File: config.mk
export PLATFORM = sky130hd
export DESIGN_NAME = pass_launcher
export DESIGN_NICKNAME = d
export VERILOG_FILES = /design/src/rtl/pass_launcher.sv
export SDC_FILE = /design/constraint.sdc
export NUM_CORES = 1
export LEC_CHECK = 0
export ABC_CLOCK_PERIOD_IN_PS = 3200
export CAP_MARGIN = 20
export CORE_MARGIN = 4
export CORE_UTILIZATION = 25
export DETAILED_ROUTE_END_ITERATION = 10
export GPL_ROUTABILITY_DRIVEN = 0
export PLACE_DENSITY = 0.46
export SYNTH_ARGS = -nofsm -noshare
export SYNTH_HDL_FRONTEND = slang
export SYNTH_SLANG_ARGS = --single-unit
File: constraint.sdc
create_clock -name clk -period 3.2 [get_ports clk]
set_clock_uncertainty 0.1 [all_clocks]
set_input_delay 0.64 -clock clk [delete_from_list [all_inputs] [get_ports clk]]
set_output_delay 0.64 -clock clk [all_outputs]
set_load 0.01 [all_outputs]
File: src/rtl/pass_launcher.sv
// Pass sequencer in front of the PE-array controller: latches a 9-word descriptor,
// optionally replays the XID/YID tables, then runs one start/done handshake and reports cycles.
module pass_launcher #(
  parameter int unsigned NUMS_PE_ROW = 6,
  parameter int unsigned NUMS_PE_COL = 8,
  parameter int unsigned XID_BITS    = 4,
  parameter int unsigned YID_BITS    = 3
) (
  input  logic                clk,
  input  logic                rst_n,
  input  logic                cfg_valid,
  output logic                cfg_ready,
  input  logic [31:0]         cfg_data,
  output logic [31:0]         op_config,
  output logic [31:0]         mapping_param,
  output logic [31:0]         shape_param1,
  output logic [31:0]         shape_param2,
  output logic [31:0]         filter_baseaddr,
  output logic [31:0]         ifmap_baseaddr,
  output logic [31:0]         bias_baseaddr,
  output logic [31:0]         opsum_baseaddr,
  output logic                bias_ipsum_sel,
  output logic                ctrl_ID_wen,
  output logic [2:0]          ctrl_ID_wsel,
  output logic [5:0]          ctrl_ID_widx,
  output logic [XID_BITS-1:0] ctrl_ID_wdata,
  input  logic                done,
  output logic                busy,
  output logic                pass_done,
  output logic [31:0]         run_cycles
);

  localparam int unsigned XID_ENTRIES = NUMS_PE_ROW * NUMS_PE_COL;
  localparam int unsigned ID_WORD_W   = (XID_BITS >= YID_BITS) ? XID_BITS : YID_BITS;
  localparam int unsigned HDR_LAST    = 8;

  typedef enum logic [2:0] {
    S_HDR   = 3'd0,
    S_ID    = 3'd1,
    S_START = 3'd2,
    S_RUN   = 3'd3,
    S_REL   = 3'd4,
    S_FIN   = 3'd5
  } state_t;

  state_t state;
  state_t next_state;

  logic [3:0]           word_cnt;
  logic [2:0]           wsel_cnt;
  logic [5:0]           idx_cnt;
  logic [31:0]          run_cnt;
  logic                 final_q;
  logic [ID_WORD_W-1:0] id_word_c;

  logic hs_c;
  logic hdr_hs_c;
  logic id_hs_c;
  logic hdr_last_c;
  logic load_ids_c;
  logic tbl_last_c;
  logic id_last_c;
  logic final_hs_c;

  assign hs_c       = cfg_valid & cfg_ready;
  assign hdr_hs_c   = hs_c && (state == S_HDR);
  assign id_hs_c    = hs_c && (state == S_ID);
  assign hdr_last_c = hdr_hs_c && (word_cnt == 4'(HDR_LAST));
  assign load_ids_c = cfg_data[1];
  assign tbl_last_c = wsel_cnt[2] ? (idx_cnt == 6'(NUMS_PE_ROW - 1))
                                  : (idx_cnt == 6'(XID_ENTRIES - 1));
  assign id_last_c  = id_hs_c && (wsel_cnt == 3'd7) && tbl_last_c;
  // The final descriptor word closes the input one cycle before S_START so the last ID write lands first.
  assign final_hs_c = (hdr_last_c && !load_ids_c) || id_last_c;
  assign id_word_c  = cfg_data[ID_WORD_W-1:0];

  // State register
  always_ff @(posedge clk) begin
    if (!rst_n) begin
      state <= S_HDR;
    end else begin
      state <= next_state;
    end
  end

  // Next-state logic
  always_comb begin
    next_state = state;
    unique case (state)
      S_HDR: begin
        if (final_q) begin
          next_state = S_START;
        end else if (hdr_last_c && load_ids_c) begin
          next_state = S_ID;
        end
      end
      S_ID: begin
        if (final_q) begin
          next_state = S_START;
        end
      end
      S_START: next_state = S_RUN;
      S_RUN: begin
        if (done) begin
          next_state = S_REL;
        end
      end
      S_REL: begin
        if (!done) begin
          next_state = S_FIN;
        end
      end
      S_FIN:   next_state = S_HDR;
      default: next_state = S_HDR;
    endcase
  end

  // Handshake, status and start-bit registers
  always_ff @(posedge clk) begin
    if (!rst_n) begin
      cfg_ready    <= 1'b1;
      busy         <= 1'b0;
      pass_done    <= 1'b0;
      final_q      <= 1'b0;
      op_config[0] <= 1'b0;
    end else begin
      cfg_ready    <= ((next_state == S_HDR) || (next_state == S_ID)) && !final_hs_c;
      busy         <= (next_state != S_HDR);
      pass_done    <= (next_state == S_FIN);
      final_q      <= final_hs_c;
      op_config[0] <= (next_state == S_RUN);
    end
  end

  // Descriptor header latches
  always_ff @(posedge clk) begin
    if (!rst_n) begin
      word_cnt          <= '0;
      op_config[31:1]   <= '0;
      mapping_param     <= '0;
      shape_param1      <= '0;
      shape_param2      <= '0;
      filter_baseaddr   <= '0;
      ifmap_baseaddr    <= '0;
      bias_baseaddr     <= '0;
      opsum_baseaddr    <= '0;
      bias_ipsum_sel    <= 1'b0;
    end else if (hdr_hs_c) begin
      word_cnt <= hdr_last_c ? 4'd0 : word_cnt + 4'd1;
      case (word_cnt)
        4'd0:    op_config[31:1] <= cfg_data[31:1];
        4'd1:    mapping_param   <= cfg_data;
        4'd2:    shape_param1    <= cfg_data;
        4'd3:    shape_param2    <= cfg_data;
        4'd4:    filter_baseaddr <= cfg_data;
        4'd5:    ifmap_baseaddr  <= cfg_data;
        4'd6:    bias_baseaddr   <= cfg_data;
        4'd7:    opsum_baseaddr  <= cfg_data;
        default: bias_ipsum_sel  <= cfg_data[0];
      endcase
    end
  end

  // ID table replay: one registered write per accepted word
  always_ff @(posedge clk) begin
    if (!rst_n) begin
      wsel_cnt      <= '0;
      idx_cnt       <= '0;
      ctrl_ID_wen   <= 1'b0;
      ctrl_ID_wsel  <= '0;
      ctrl_ID_widx  <= '0;
      ctrl_ID_wdata <= '0;
    end else begin
      ctrl_ID_wen <= id_hs_c;
      if (id_hs_c) begin
        ctrl_ID_wsel  <= wsel_cnt;
        ctrl_ID_widx  <= idx_cnt;
        ctrl_ID_wdata <= id_word_c[XID_BITS-1:0];
        if (tbl_last_c) begin
          idx_cnt  <= '0;
          wsel_cnt <= wsel_cnt + 3'd1;
        end else begin
          idx_cnt  <= idx_cnt + 6'd1;
        end
      end
    end
  end

  // Saturating run counter; result published together with pass_done
  always_ff @(posedge clk) begin
    if (!rst_n) begin
      run_cnt    <= '0;
      run_cycles <= '0;
    end else begin
      if (state == S_START) begin
        run_cnt <= '0;
      end else if ((state == S_RUN) && (run_cnt != 32'hFFFF_FFFF)) begin
        run_cnt <= run_cnt + 32'd1;
      end
      if (next_state == S_FIN) begin
        run_cycles <= run_cnt;
      end
    end
  end

endmodule

== Word level (Yosys, flattened, before mapping) ==
Cells that the tools add are included.
Storage, ports and cells
  output and inout bits: 306
  flip-flop bits (word level): 355
  input port bits: 36
  logic and storage cells: 88
Cells by class
  reduce and logical (&&, ||, !) cells: 29
  eq/ne operators: 19
  bitwise gates (word level): 3
  multiplexer cells: 9
  $add $sub $neg: 4
Operator list (count)
  32-bit by 1-bit adder with 32-bit output, second input constant: 1
  32-bit inequality test, second input constant: 1
  2-bit AND reduction: 10
  4-bit by 3-bit == test with 1-bit output, second input constant: 4
  3-bit two-way mux: 5
  3-bit case mux with 5 select lines: 1
  3-bit by 2-bit == test with 1-bit output, second input constant: 3
  3-bit == test, second input constant: 3
  1-bit logical AND: 9
  4-bit by 2-bit == test with 1-bit output, second input constant: 2
  8-bit OR reduction: 1
  6-bit by 1-bit adder with 6-bit output, second input constant: 1
  3-bit by 1-bit == test with 1-bit output, second input constant: 2
  6-bit by 3-bit == test with 1-bit output, second input constant: 1
  6-bit == test, second input constant: 1
  3-bit logical NOT: 2
  6-bit two-way mux: 1
  4-bit by 1-bit adder with 4-bit output, second input constant: 1
  4-bit by 1-bit == test with 1-bit output, second input constant: 1
  4-bit == test, second input constant: 1
  4-bit logical NOT: 1
  4-bit two-way mux: 1
  3-bit by 1-bit adder with 3-bit output, second input constant: 1
  3-bit nonzero test: 1
  other kinds (6): 9

== Depth between registers and ports, before layout ==
  depth after elaboration: 10
  mapped depth: 8
  gate-level depth less buffers: 6

== Worst setup path before layout ==
OpenSTA, ideal clock, no wires.
  path type: register to register
  start: reg state[2]
  end: reg run_cnt[30]
  cell stages (with the launch flop): 8
  data arrival time: 2.102 ns
  period minus slack after synthesis: 2.272 ns
  buffers on the path: 2
  setup time: 0.071 ns
  slack: 0.928 ns
  path through: dfxtp_1 > buf_2 > nand3b_1 > or4_4 > or4_1 > buf_2 > or3_1 > a21oi_1
Between the ends
  longest elaborated chain between the ends: 2
  elaborated cells between the ends (all ways): 4
Ends and longest elaborated chain
  from (decl): RTL line 46  | state_t state;
  from (signal assigned): RTL line 82  | state <= next_state;
  3-bit by 2-bit == test with 1-bit output, on equally long branches: RTL line 195, 197
  2-bit OR reduction (no line) or 1-bit logical AND (tied branches)
  to (signal assigned): RTL line 198  | run_cnt <= run_cnt + 32'd1;
  to (decl): RTL line 52  | logic [31:0] run_cnt;
Several ways; a longest one is shown, not always the timed one.
A chain may end at the register's enable or synchronous reset.

== Worst setup path after layout ==
  start: reg state[0]
  end: reg run_cnt[31]
The elaborated chain is that of the path after synthesis.

==> impl_metrics.xml <==
<?xml version="1.0" encoding="UTF-8"?>
<metrics>
  <group name="flow_run">
    <metric name="timing.max_cap.violations" unit="">0</metric>
  </group>
  <group name="sta">
    <metric name="rsz_0062_raised_after_global_routing" unit="">no</metric>
    <metric name="post-route-period-util" unit="%">81.6</metric>
    <metric name="report.final.slew_viol_count" unit="">0</metric>
    <metric name="fmaxAchievable" unit="MHz">383</metric>
    <metric name="min_period" unit="ps">2610</metric>
    <metric name="timing.final.setup_violations" unit="">0</metric>
    <metric name="fin_setup_tns" unit="ps">0</metric>
    <metric name="slew_worst_pin" unit="ps">786</metric>
    <metric name="relSlewSlack" unit="%">47.5</metric>
    <metric name="final_hold_violation_count" unit="">0</metric>
  </group>
  <group name="worst_setup_path">
    <metric name="worst_setup_path_end_kind" unit="">flip-flop</metric>
    <metric name="cp-start-kind" unit="">flip-flop</metric>
    <metric name="cp_top_family" unit="">compound AO/OA/AOI/OAI gates</metric>
    <metric name="crit_slowest_cell" unit="">a2111oi_2</metric>
    <metric name="crit_chain" unit="">nand3b_1 -&gt; or4_4 -&gt; a2111oi_2 -&gt; a31oi_1 -&gt; a41o_1</metric>
    <metric name="critical_path_required" unit="ps">3560</metric>
    <metric name="critical-path-max-stage-delay" unit="ps">640</metric>
    <metric name="critical_path_arrival" unit="ps">2970</metric>
    <metric name="crit_path_buffers_inverters" unit="">0</metric>
    <metric name="timing_worst_setup_path_type" unit="">reg -&gt; reg</metric>
    <metric name="worst-path-max-fanout" unit="">10</metric>
  </group>
  <group name="worst_hold_path">
    <metric name="min-delay-path-class" unit="">reg -&gt; reg</metric>
  </group>
  <group name="logic_synthesis">
    <metric name="synth_flop_cell" unit="">dfxtp_1</metric>
    <metric name="synth-async-reset-ratio" unit="%">0</metric>
    <metric name="synthesis_stage_register_bit_count" unit="">355</metric>
    <metric name="netlist_area" unit="sq mm">0.0132</metric>
    <metric name="synth-adder-area-share" unit="%">0.757</metric>
    <metric name="syn-mean-instance-area" unit="sq um">7.86</metric>
    <metric name="synth-xor-area-share" unit="%">0.663</metric>
    <metric name="number_of_enable_flip_flop_cells_after_synthesis" unit="">0</metric>
    <metric name="synth-warning-count" unit="">0</metric>
    <metric name="synthDistinctLibCells" unit="">49</metric>
    <metric name="synth-compound-area-share" unit="%">15.1</metric>
    <metric name="post_synth_mux_area_share" unit="%">0.151</metric>
    <metric name="syn_nets" unit="">1726</metric>
    <metric name="synthSimpleGateAreaFrac" unit="%">24.0</metric>
    <metric name="yosysSeqAreaShare" unit="%">53.8</metric>
    <metric name="combinational_family_with_the_most_area_after_synthesis" unit="">simple AND/OR/NAND/NOR gates</metric>
    <metric name="netlist.area_leader.share" unit="%">53.8</metric>
    <metric name="post_synth_inst_count" unit="">1682</metric>
    <metric name="synth_top_area_cell" unit="">dfxtp_1</metric>
    <metric name="synth.area.top_cells" unit="">dfxtp_1 54%, nand2_1 18%, a21oi_1 13%</metric>
  </group>
  <group name="clocking">
    <metric name="clk_latency" unit="ps">560</metric>
    <metric name="cts_root_buf" unit="">clkbuf_16</metric>
    <metric name="cts.reportedPaths.clkPinSlew" unit="ps">60</metric>
    <metric name="clock_tree.buffer_depth" unit="">3</metric>
    <metric name="postCtsSetupBuffers" unit="">0</metric>
    <metric name="tritoncts_num_sinks" unit="">355</metric>
    <metric name="cts_tree" unit="">built</metric>
    <metric name="cts_inserted_buffers" unit="">43</metric>
    <metric name="cts_htree_levels" unit="">2</metric>
    <metric name="cts.repair.resized" unit="">0</metric>
    <metric name="cts_hold_buf" unit="">0</metric>
  </group>
  <group name="detailed_routing">
    <metric name="post_drt_via_cell_ratio" unit="">4.59</metric>
    <metric name="detailedRoute.firstPassIterationCount" unit="">5</metric>
    <metric name="route.detailed.wl_per_inst" unit="microns">18.9</metric>
    <metric name="total_wire_length" unit="mm">50.7</metric>
    <metric name="detailroute.via_count" unit="">12300</metric>
    <metric name="drt_first_iter_violations" unit="">677</metric>
    <metric name="drt_drc_violations_left" unit="">0</metric>
    <metric name="ant_nets" unit="">0</metric>
  </group>
  <group name="layout">
    <metric name="layout_cells_sized_above_1" unit="%">6.59</metric>
    <metric name="layout.cell_area.non_filler" unit="sq mm">0.0186</metric>
    <metric name="antenna-diode-count" unit="">0</metric>
    <metric name="finalNetCount" unit="">2003</metric>
    <metric name="syn_to_final_growth" unit="%">40.9</metric>
  </group>
  <group name="grt">
    <metric name="grt_antenna_before_repair" unit="">0</metric>
    <metric name="globalRouteOverflowTotal" unit="">0</metric>
    <metric name="grtUsageTotal" unit="%">17.2</metric>
    <metric name="global_route_wire_length_before_repair" unit="mm">75.0</metric>
    <metric name="number_of_global_route_vias_before_repair" unit="">11400</metric>
    <metric name="grt_max_degree" unit="">84</metric>
  </group>
  <group name="power">
    <metric name="peakVddDrop" unit="uV">300</metric>
    <metric name="p_per_area" unit="mW/mm^2">526</metric>
    <metric name="power.leakage" unit="nW">6.11</metric>
  </group>
  <group name="placement">
    <metric name="detailedPlacementHpwl" unit="mm">34.7</metric>
    <metric name="place_area" unit="sq mm">0.0173</metric>
    <metric name="numPortBuffers" unit="">341</metric>
  </group>
  <group name="floorplan">
    <metric name="dieHeight" unit="microns">238</metric>
    <metric name="dieWidth" unit="microns">238</metric>
    <metric name="rows" unit="">84</metric>
    <metric name="die_area" unit="sq mm">0.0566</metric>
    <metric name="total_i_o_pin_count" unit="">342</metric>
    <metric name="core_area" unit="sq mm">0.0524</metric>
    <metric name="start_util" unit="%">25.2</metric>
  </group>
  <group name="run_status">
    <metric name="outcome" unit="">finished clean</metric>
  </group>
</metrics>
==> cell usage after synthesis, types with 2 or more instances <==
library cell and number:
a41o_1 3, xnor2_1 9, or2_2 4, and4_1 5
nor4_1 6, nor4_2 2, nand3_1 19, nand2b_1 2
nor2_1 36, dfxtp_1 355, nand4b_1 2, a211oi_1 4
nor2b_1 2, a31o_2 2, or4b_2 3, inv_1 11
and3_1 2, ha_1 8, and2_0 7, buf_4 28
or3_1 13, mux2i_1 2, nand2_1 637, o21ai_0 23
a311oi_1 2, nand4_1 8, or4_1 3, nand3b_1 4
o31ai_1 2, or4_4 2, a31oi_1 8, nor3_1 3
a21oi_1 331, buf_2 28, clkbuf_1 90, and2_1 3
==> logic make-up (layout without fill, tap and decap cells) <==
family | count (synthesis) | count (layout)
flops | 355 | 355
buf+inv | 158 | 465
compound gates | 382 | 382
xor+xnor | 10 | 10
fa+ha+maj | 8 | 8
simple gates | 767 | 767
mux | 2 | 2
==> cell type report <==
type | count | area [sq um]
fill | 5488 | 33800
sequential | 355 | 7110
tap | 688 | 861
inverter | 11 | 48.8
multi-input combinational | 1169 | 5410
clock buffer | 66 | 1260
clock inverter | 9 | 83.8
timing repair buffer | 379 | 3850
==> placed cells by master, fill, tap and decap left out, types with 5 or more instances in the layout <==
cell | netlist | final
nand2_1 | 637 | 632
dfxtp_1 | 355 | 355
clkdlybuf4s50_1 | 0 | 341
a21oi_1 | 331 | 331
clkbuf_16 | 0 | 43
nor2_1 | 36 | 36
buf_4 | 28 | 26
o21ai_0 | 23 | 22
nand3_1 | 19 | 19
or3_1 | 13 | 13
clkbuf_1 | 90 | 13
buf_12 | 0 | 12
inv_1 | 11 | 10
clkbuf_8 | 0 | 10
xnor2_1 | 9 | 9
and2_2 | 0 | 8
a31oi_1 | 8 | 8
nand4_1 | 8 | 8
ha_1 | 8 | 8
nor4_1 | 6 | 6
nand2_2 | 0 | 5
and4_1 | 5 | 5
==> stage by stage <==
stage / util (%) / hold slack, ps / total power [W] / setup WS (ps) / cells
CTS: 35.5 / 354 / 0.00998 / 586 / 2677
detailed placement: 32.9 / 345 / 0.00519 / 550 / 2602
finish: 35.5 / 351 / 0.00980 / 589 / 2677
global placement: 32.9 / 341 / 0.00519 / 578 / 2602
floorplan: - / 349 / 0.00488 / 928 / 1682
global route: 35.5 / 369 / 0.0102 / 330 / 2677
==> path summary, 6_finish.rpt <==
path / from / end / slack (ps) / cells past startpoint
setup / recovery: state[0] / run_cnt[31] / 590 / 5
hold / removal: opsum_baseaddr[8] / opsum_baseaddr[8] / 350 / 2
setup reg to reg: state[0] / run_cnt[31] / 590 / 5
hold reg to reg: opsum_baseaddr[8] / opsum_baseaddr[8] / 350 / 2
==> worst register-to-register path, stage by stage (launching register included) <==
cell and delay (ps):
dfxtp_1 500, nand3b_1 260, or4_4 620, a2111oi_2 640, a31oi_1 160, a41o_1 220
==> power by group <==
group / total (W) / internal [W] / switching [W]
clock network: 0.00472 / 0.00279 / 0.00193
registers: 0.00453 / 0.00448 / 0.0000441
logic: 0.000558 / 0.000210 / 0.000348
total: 0.00980 / 0.00748 / 0.00232
==> metal layers <==
layer / global-route usage [%] / routed length (microns) / vias up
met5: 0 / 0 / -
met4: 4.21 / 983 / 0
li1: - / - / 6068
met2: 27.8 / 23600 / 368
met1: 23.1 / 22600 / 5794
met3: 4.22 / 3460 / 61
No activity file was read; power rests on OpenSTA's default activity.
